### src/rtl/fg_prog_sequencer_if.sv
// ---------------------------------------------------------------------------
// fg_prog_sequencer_if
// Program-command channel into the floating-gate programming sequencer.
// The producer offers one command (row, column, pulse count, pulse width,
// inject/tunnel) with cmd_valid; the sequencer takes it on the cycle where
// cmd_valid && cmd_ready.
//
// Signals:
//   cmd_valid   producer -> sequencer   command offered
//   cmd_ready   sequencer -> producer   sequencer idle, can accept
//   cmd_row     producer -> sequencer   target row (vertical decode)
//   cmd_col     producer -> sequencer   target column (horizontal decode)
//   cmd_npulse  producer -> sequencer   number of pulses
//   cmd_width   producer -> sequencer   pulse width in clock cycles
//   cmd_tunnel  producer -> sequencer   1 = tunnel (erase), 0 = inject
//
// Modports: master (command producer), slave (sequencer).
// ---------------------------------------------------------------------------
interface fg_prog_sequencer_if #(
  parameter int COL_BITS = 4,
  parameter int ROW_BITS = 3,
  parameter int NP_BITS  = 8,
  parameter int PW_BITS  = 16
);
  logic                cmd_valid;
  logic                cmd_ready;
  logic [ROW_BITS-1:0] cmd_row;
  logic [COL_BITS-1:0] cmd_col;
  logic [NP_BITS-1:0]  cmd_npulse;
  logic [PW_BITS-1:0]  cmd_width;
  logic                cmd_tunnel;

  modport master (
    output cmd_valid, cmd_row, cmd_col, cmd_npulse, cmd_width, cmd_tunnel,
    input  cmd_ready
  );

  modport slave (
    input  cmd_valid, cmd_row, cmd_col, cmd_npulse, cmd_width, cmd_tunnel,
    output cmd_ready
  );
endinterface

### src/rtl/fg_prog_sequencer.sv
// ---------------------------------------------------------------------------
// fg_prog_sequencer
// Programming controller for one floating-gate island. Accepts a program
// command and walks SETUP -> (PULSE -> GAP)* -> RELEASE -> DONE, driving the
// row/column VINJ decode tiles, the program/run switch select and the
// injection / tunnel pulse enables. Every output is a register.
//
// Optional feature (macro FG_PROG_VERIFY_EN): adds a VERIFY state after each
// GAP with a meas_req/meas_ack/meas_pass handshake to an external
// measurement block; a pass terminates the command early.
//
// Ports:
//   clk, rst     clock, synchronous active-high reset
//   cmd          command channel (fg_prog_sequencer_if.slave)
//   abort        terminate the current command (SETUP/PULSE/GAP[/VERIFY])
//   row_addr     vertical decoder address
//   col_addr     horizontal decoder address
//   dec_en       decoder enable
//   prog_mode    program/run switch select (1 = program)
//   inj_pulse    injection pulse
//   tun_en       tunnel pulse
//   busy         sequencer not idle
//   done         one-cycle completion strobe
//   aborted      sticky: last command was aborted
//   pulse_cnt    pulses issued for the current/last command
//   meas_req/meas_ack/meas_pass   verify handshake (FG_PROG_VERIFY_EN only)
// ---------------------------------------------------------------------------
module fg_prog_sequencer #(
  parameter int COL_BITS = 4,
  parameter int ROW_BITS = 3,
  parameter int NP_BITS  = 8,
  parameter int PW_BITS  = 16,
  parameter int SETTLE   = 4
) (
  input  logic                clk,
  input  logic                rst,
  fg_prog_sequencer_if.slave  cmd,
  input  logic                abort,
  output logic [ROW_BITS-1:0] row_addr,
  output logic [COL_BITS-1:0] col_addr,
  output logic                dec_en,
  output logic                prog_mode,
  output logic                inj_pulse,
  output logic                tun_en,
  output logic                busy,
  output logic                done,
  output logic                aborted,
  output logic [NP_BITS-1:0]  pulse_cnt
`ifdef FG_PROG_VERIFY_EN
  ,
  output logic                meas_req,
  input  logic                meas_ack,
  input  logic                meas_pass
`endif
);

  // The timer holds either a settle count or a pulse width, so it is sized
  // for whichever is wider.
  localparam int SET_BITS = $clog2(SETTLE + 1);
  localparam int TMR_BITS = (PW_BITS > SET_BITS) ? PW_BITS : SET_BITS;
  localparam logic [TMR_BITS-1:0] SETTLE_LOAD = TMR_BITS'(SETTLE - 1);

  typedef enum logic [2:0] {
    S_IDLE    = 3'd0,
    S_SETUP   = 3'd1,
    S_PULSE   = 3'd2,
    S_GAP     = 3'd3,
    S_RELEASE = 3'd4,
    S_DONE    = 3'd5
`ifdef FG_PROG_VERIFY_EN
    ,
    S_VERIFY  = 3'd6
`endif
  } state_t;

  state_t              state_q;
  logic                cmd_ready_q;
  logic [TMR_BITS-1:0] timer_q;
  logic [NP_BITS-1:0]  npulse_q;
  logic [PW_BITS-1:0]  width_q;
  logic                tunnel_q;

  // Timer counts down to zero; state duration D is loaded as D-1.
  // A zero width still yields a one-cycle pulse.
  logic                timer_done_d;
  logic [TMR_BITS-1:0] width_load_d;
  logic                pulses_left_d;
  logic [NP_BITS-1:0]  pulse_cnt_inc_d;

  assign timer_done_d    = (timer_q == '0);
  assign width_load_d    = (width_q == '0) ? '0 : TMR_BITS'(width_q - PW_BITS'(1));
  assign pulses_left_d   = (pulse_cnt < npulse_q);
  // Saturate at the requested count so the counter can never pass npulse.
  assign pulse_cnt_inc_d = pulses_left_d ? (pulse_cnt + NP_BITS'(1)) : pulse_cnt;

  assign cmd.cmd_ready = cmd_ready_q;

  always_ff @(posedge clk) begin
    if (rst) begin
      state_q     <= S_IDLE;
      cmd_ready_q <= 1'b1;
      timer_q     <= '0;
      npulse_q    <= '0;
      width_q     <= '0;
      tunnel_q    <= 1'b0;
      row_addr    <= '0;
      col_addr    <= '0;
      dec_en      <= 1'b0;
      prog_mode   <= 1'b0;
      inj_pulse   <= 1'b0;
      tun_en      <= 1'b0;
      busy        <= 1'b0;
      done        <= 1'b0;
      aborted     <= 1'b0;
      pulse_cnt   <= '0;
`ifdef FG_PROG_VERIFY_EN
      meas_req    <= 1'b0;
`endif
    end else begin
      done <= 1'b0;
      case (state_q)
        S_IDLE: begin
          // cmd_ready is registered high throughout IDLE.
          if (cmd.cmd_valid) begin
            npulse_q    <= cmd.cmd_npulse;
            width_q     <= cmd.cmd_width;
            tunnel_q    <= cmd.cmd_tunnel;
            row_addr    <= cmd.cmd_row;
            col_addr    <= cmd.cmd_col;
            prog_mode   <= 1'b1;
            busy        <= 1'b1;
            cmd_ready_q <= 1'b0;
            pulse_cnt   <= '0;
            aborted     <= 1'b0;
            timer_q     <= SETTLE_LOAD;
            state_q     <= S_SETUP;
          end
        end

        S_SETUP: begin
          if (abort) begin
            aborted <= 1'b1;
            timer_q <= SETTLE_LOAD;
            state_q <= S_RELEASE;
          end else if (timer_done_d) begin
            if (npulse_q == '0) begin
              timer_q <= SETTLE_LOAD;
              state_q <= S_RELEASE;
            end else begin
              dec_en    <= 1'b1;
              inj_pulse <= ~tunnel_q;
              tun_en    <= tunnel_q;
              timer_q   <= width_load_d;
              state_q   <= S_PULSE;
            end
          end else begin
            timer_q <= timer_q - TMR_BITS'(1);
          end
        end

        S_PULSE: begin
          if (abort) begin
            // Truncated pulse is dropped and not counted.
            dec_en    <= 1'b0;
            inj_pulse <= 1'b0;
            tun_en    <= 1'b0;
            aborted   <= 1'b1;
            timer_q   <= SETTLE_LOAD;
            state_q   <= S_RELEASE;
          end else if (timer_done_d) begin
            inj_pulse <= 1'b0;
            tun_en    <= 1'b0;
            pulse_cnt <= pulse_cnt_inc_d;
            timer_q   <= SETTLE_LOAD;
            state_q   <= S_GAP;
          end else begin
            timer_q <= timer_q - TMR_BITS'(1);
          end
        end

        S_GAP: begin
          if (abort) begin
            dec_en  <= 1'b0;
            aborted <= 1'b1;
            timer_q <= SETTLE_LOAD;
            state_q <= S_RELEASE;
          end else if (timer_done_d) begin
`ifdef FG_PROG_VERIFY_EN
            // Decoder is released while the cell is measured.
            dec_en   <= 1'b0;
            meas_req <= 1'b1;
            state_q  <= S_VERIFY;
`else
            if (pulses_left_d) begin
              inj_pulse <= ~tunnel_q;
              tun_en    <= tunnel_q;
              timer_q   <= width_load_d;
              state_q   <= S_PULSE;
            end else begin
              dec_en  <= 1'b0;
              timer_q <= SETTLE_LOAD;
              state_q <= S_RELEASE;
            end
`endif
          end else begin
            timer_q <= timer_q - TMR_BITS'(1);
          end
        end

`ifdef FG_PROG_VERIFY_EN
        S_VERIFY: begin
          if (abort) begin
            meas_req <= 1'b0;
            aborted  <= 1'b1;
            timer_q  <= SETTLE_LOAD;
            state_q  <= S_RELEASE;
          end else if (meas_ack) begin
            meas_req <= 1'b0;
            // A passing measurement ends the command early without
            // flagging an abort.
            if (!meas_pass && pulses_left_d) begin
              dec_en    <= 1'b1;
              inj_pulse <= ~tunnel_q;
              tun_en    <= tunnel_q;
              timer_q   <= width_load_d;
              state_q   <= S_PULSE;
            end else begin
              timer_q <= SETTLE_LOAD;
              state_q <= S_RELEASE;
            end
          end
        end
`endif

        S_RELEASE: begin
          if (timer_done_d) begin
            done      <= 1'b1;
            prog_mode <= 1'b0;
            row_addr  <= '0;
            col_addr  <= '0;
            state_q   <= S_DONE;
          end else begin
            timer_q <= timer_q - TMR_BITS'(1);
          end
        end

        S_DONE: begin
          busy        <= 1'b0;
          cmd_ready_q <= 1'b1;
          state_q     <= S_IDLE;
        end

        default: begin
          // Unreachable encodings recover to a quiet idle.
          dec_en      <= 1'b0;
          prog_mode   <= 1'b0;
          inj_pulse   <= 1'b0;
          tun_en      <= 1'b0;
          busy        <= 1'b0;
          cmd_ready_q <= 1'b1;
          row_addr    <= '0;
          col_addr    <= '0;
          state_q     <= S_IDLE;
        end
      endcase
    end
  end

endmodule

### src/flat_wrapper.sv
// flat-port wrapper written by rule: the top's interface ports become plain ports
module fg_prog_sequencer_flat 
#(
  parameter int COL_BITS = 4,
  parameter int ROW_BITS = 3,
  parameter int NP_BITS  = 8,
  parameter int PW_BITS  = 16,
  parameter int SETTLE   = 4
)
  (clk, rst, abort, row_addr, col_addr, dec_en, prog_mode, inj_pulse, tun_en, busy, done, aborted, pulse_cnt, cmd_cmd_valid, cmd_cmd_row, cmd_cmd_col, cmd_cmd_npulse, cmd_cmd_width, cmd_cmd_tunnel, cmd_cmd_ready);
  fg_prog_sequencer_if #(.COL_BITS(COL_BITS), .ROW_BITS(ROW_BITS), .NP_BITS(NP_BITS), .PW_BITS(PW_BITS)) cmd_i ();
  input  logic clk;
  input  logic rst;
  input  logic abort;
  output logic [ROW_BITS-1:0] row_addr;
  output logic [COL_BITS-1:0] col_addr;
  output logic dec_en;
  output logic prog_mode;
  output logic inj_pulse;
  output logic tun_en;
  output logic busy;
  output logic done;
  output logic aborted;
  output logic [NP_BITS-1:0] pulse_cnt;
  input wire logic [$bits(cmd_i.cmd_valid)-1:0] cmd_cmd_valid;
  input wire logic [$bits(cmd_i.cmd_row)-1:0] cmd_cmd_row;
  input wire logic [$bits(cmd_i.cmd_col)-1:0] cmd_cmd_col;
  input wire logic [$bits(cmd_i.cmd_npulse)-1:0] cmd_cmd_npulse;
  input wire logic [$bits(cmd_i.cmd_width)-1:0] cmd_cmd_width;
  input wire logic [$bits(cmd_i.cmd_tunnel)-1:0] cmd_cmd_tunnel;
  output wire logic [$bits(cmd_i.cmd_ready)-1:0] cmd_cmd_ready;
  assign cmd_i.cmd_valid = cmd_cmd_valid;
  assign cmd_i.cmd_row = cmd_cmd_row;
  assign cmd_i.cmd_col = cmd_cmd_col;
  assign cmd_i.cmd_npulse = cmd_cmd_npulse;
  assign cmd_i.cmd_width = cmd_cmd_width;
  assign cmd_i.cmd_tunnel = cmd_cmd_tunnel;
  assign cmd_cmd_ready = cmd_i.cmd_ready;
  fg_prog_sequencer #(.COL_BITS(COL_BITS), .ROW_BITS(ROW_BITS), .NP_BITS(NP_BITS), .PW_BITS(PW_BITS), .SETTLE(SETTLE)) u_core (.clk(clk), .rst(rst), .cmd(cmd_i), .abort(abort), .row_addr(row_addr), .col_addr(col_addr), .dec_en(dec_en), .prog_mode(prog_mode), .inj_pulse(inj_pulse), .tun_en(tun_en), .busy(busy), .done(done), .aborted(aborted), .pulse_cnt(pulse_cnt));
endmodule
### config.mk
export PLATFORM = sky130hd
export DESIGN_NAME = fg_prog_sequencer_flat
export DESIGN_NICKNAME = d
export VERILOG_FILES = /design/src/rtl/fg_prog_sequencer_if.sv /design/src/rtl/fg_prog_sequencer.sv /design/src/flat_wrapper.sv
export SDC_FILE = /design/constraint.sdc
export NUM_CORES = 1
export LEC_CHECK = 0
export ABC_AREA = 1
export BUFFER_PORTS_ARGS = -buffer_cell sky130_fd_sc_hd__buf_2
export CAP_MARGIN = 0
export CELL_PAD_IN_SITES_DETAIL_PLACEMENT = 1
export CELL_PAD_IN_SITES_GLOBAL_PLACEMENT = 1
export CORE_ASPECT_RATIO = 0.7
export CORE_MARGIN = 2
export CORE_UTILIZATION = 44
export CTS_BUF_LIST = sky130_fd_sc_hd__clkbuf_8
export DETAILED_ROUTE_END_ITERATION = 12
export PLACE_DENSITY_LB_ADDON = 0.1
export SLEW_MARGIN = 0
export SYNTH_ARGS = -nofsm -noshare
export SYNTH_HDL_FRONTEND = slang
export SYNTH_SLANG_ARGS = --single-unit
### constraint.sdc
create_clock -name clk -period 3.14 [get_ports clk]
set_input_delay 0.628 -clock clk [delete_from_list [all_inputs] [get_ports clk]]
set_output_delay 0.628 -clock clk [all_outputs]
set_load 0.03 [all_outputs]
==> key figures <==
Global routing
  – Gr usage total: 0.2767
  – Vias in the first global route: 4,200
  – GRT Residual Overflow: 0
  – Initial antenna violation count: 0
  – First-pass GRT wire length: 20,880 µm
  – Largest net degree at the start of global routing: 41

Final layout
  – Synth-to-Final Area Change: 15.10%
  – Finished layout cell area: 4529 µm²
  – Share of cells above drive strength 1: 0.1780
  – Diode count: 0
  – Final #Nets: 688
  – Fin cells: 766

Synth
  – Synthesized area: 3935 µm²
  – Synth warn: 0
  – Syn_nets: 634
  – Synthesized area per cell: 6.704 µm²
  – Gate count after technology mapping: 587
  – Post-synth EDFFs: 0
  – Most frequent cells after synthesis: nand2_1, a21oi_1, dfxtp_1
  – Post-synth top area share: 0.3409
  – Synth Flop Type: dfxtp_1
  – Library cells used by synthesis: 38
  – Most area-consuming cells after synthesis: dfxtp_1, nand2_1, a21oi_1
  – Async SR Flop Fraction: 0
  – Post-synthesis sequential area ratio: 0.3409
  – Largest area contributor in the netlist: dfxtp_1
  – Count leader, synth: nand2_1
  – Yosys reg bits: 67

Floorplan
  – Die H: 83.12 µm
  – Core Region: 8583 µm²
  – Ports: 59
  – Initial Utilization: 0.4585
  – Site row count: 28
  – Die ar.: 9728 µm²
  – Horiz. Die Dim: 117.0 µm

CTS
  – CTS Root Cell: clkbuf_8
  – CTS Sinks: 67
  – Clk slew on worst S/H paths: 0.08 ns
  – Cts hold-fix bufs: 0
  – CTS Buffer Depth: 2
  – Number of buffers created by CTS: 9
  – Clk Latency, worst-skew pair: 0.36 ns
  – Number of gates resized after cts: 0
  – H-tree Lvls: 3
  – Setup bufs post-CTS: 0
  – TritonCTS clock tree: yes

Min path
  – Hold WC Path Type: reg2reg

Route
  – Via Count: 4,091
  – Initial DRC count: 275
  – Routed len/inst: 16.58 µm
  – Residual DRC count: 0
  – Remaining antenna violation count: 0
  – WL final: 12,700 µm
  – Via density: 5.341
  – 1st-pass router iterations: 4

Worst setup path
  – Most common cell on crit path: nand2_1
  – Req. time, crit path: 3.43 ns
  – CP Max Fanout: 13
  – Critical Path Max Stage Delay: 0.41 ns
  – Slowest stage cell, crit path: nand2_1
  – Crit Path Category: reg2reg
  – Crit path DAT: 2.55 ns
  – Crit-path cells: inv_1, ha_1, a21oi_1, o21a_1, nand3_1, nand2_1, nand3_1, nand2_1, nand2_1, a21oi_1
  – CP startpoint kind: flop
  – Crit. End Element: flop

Power
  – Net Switching: 2530 µW
  – Clk pwr share: 0.172
  – Switch share: 0.5127
  – Sequential share of power: 0.248
  – Gate power share: 0.581
  – Max IR drop VDD: 0.4621 mV
  – Pint: 2405 µW
  – Pleak: 0.002134 µW
  – Pwr/cell area: 1090 nW/µm²

Place
  – Place WS: 0.9736 ns
  – Dpl cell area: 4302 µm²
  – Dpl hpwl: 9492 µm
  – PortBufs: 58
  – Routability Congestion: 0.9217
  – # placed instances: 750

STA
  – Final Setup Violations: 0
  – Final WS setup: 0.8853 ns
  – Final Max Tran Viols: 0
  – Max_slew headroom: 0.5327
  – Worst hold margin: 0.4689 ns
  – Setup TNS: 0 ns
  – Endpoints failing hold: 0
  – Fin Clk Skew: 0.008501 ns
  – Fmax: 0.4435 GHz
  – Post-layout min period: 2.255 ns
  – Unrepaired setup endpoints after global routing: false
  – Tcrit/Tclk final: 0.7180
  – Slew at the pin closest to its max-slew limit: 0.7002 ns

Run
  – Max-cap violations: 0

Status
  – Status: finished, final reports clean
[kinds of logic after synthesis]
group	after synthesis	share of synthesized area
buf+inv	80	0.08394
simple gates	298	0.3434
xor+xnor	23	0.05119
compound gates	108	0.1456
flops	67	0.3409
fa+ha+maj	11	0.03498
[layout make-up]
cell class / count / area [µm²]
repair buffers: 61 / 312.8
fillers: 1206 / 4054
clock inverters: 5 / 76.32
clock buffers: 11 / 151.4
well taps: 120 / 150.1
inverters: 62 / 234.0
multi-input cells: 440 / 2263
flip-flops and latches: 67 / 1341
[registers in the layout, indices dropped and copies added, names as in the netlist, 3 cells and up]
| register | flops |
|---|---|
| u_core.state_q | 3 |
| u_core.npulse_q | 8 |
| u_core.pulse_cnt | 8 |
| u_core.col_addr | 4 |
| u_core.row_addr | 3 |
| u_core.timer_q | 16 |
| u_core.width_q | 16 |
[cells in the final DEF (no fill, tap or decap), types with 2 or more instances in the layout]
| cell | instances |
|---|---|
| nand3_1 | 45 |
| clkbuf_8 | 11 |
| clkinv_2 | 2 |
| nand2_2 | 4 |
| nor3_1 | 5 |
| o21a_1 | 2 |
| inv_2 | 7 |
| buf_4 | 3 |
| buf_2 | 58 |
| nor2_4 | 3 |
| o21ai_0 | 26 |
| nor2_1 | 51 |
| nand4_2 | 2 |
| xnor2_1 | 6 |
| bufinv_16 | 2 |
| nor2_2 | 15 |
| o21ai_2 | 2 |
| nand4_1 | 4 |
| a21oi_1 | 67 |
| ha_1 | 11 |
| dfxtp_1 | 67 |
| nand2_1 | 162 |
| o21ai_1 | 4 |
| o21bai_1 | 2 |
| nand4_4 | 2 |
| inv_1 | 55 |
| xor2_1 | 17 |
[critical path, delay by kind of cell, from the launching register on]
kind            cells  cell delay (ns)
flops               1             0.35
simple gates        5             0.84
compound gates      3             0.62
fa+ha+maj           1             0.30
buf+inv             1             0.07
[per-layer routing]
layer,track usage,share of wire,vias up
met1,0.3942,0.49,1980
met2,0.4262,0.44,101
met3,0.05766,0.053,15
li1,-,-,1995
met4,0.06738,0.014,0
met5,0,0,-
[power by group through the flow]
| stage | sequential (µW) | clock (µW) | combinational (µW) |
|---|---|---|---|
| 2_1_floorplan | 1290 | 0 | 2070 |
| 3_5_place_dp | 1240 | 0 | 2790 |
| 3_3_place_gp | 1220 | 0 | 2710 |
| 4_1_cts | 1220 | 860 | 2830 |
| 6_report | 1220 | 847 | 2870 |
| 5_1_grt | 1250 | 893 | 3190 |
[worst paths after layout]
| check | from | to | slack [ns] | cells after the start |
|---|---|---|---|---|
| max reg2reg | u_core.npulse_q[7] | u_core.timer_q[10] | 0.89 | 10 |
| min reg2reg | u_core.row_addr[2] | u_core.row_addr[2] | 0.47 | 2 |
| min | u_core.row_addr[2] | u_core.row_addr[2] | 0.47 | 2 |
| max | u_core.npulse_q[7] | u_core.timer_q[10] | 0.89 | 10 |
[stage by stage]
step / utilization / total power (µW)
global placement: 0.5012 / 3933
finish: 0.5277 / 4935
floorplan: - / 3363
global route: 0.5277 / 5330
detailed placement: 0.5012 / 4021
CTS: 0.5277 / 4909
(Power assumes the default switching activity.)
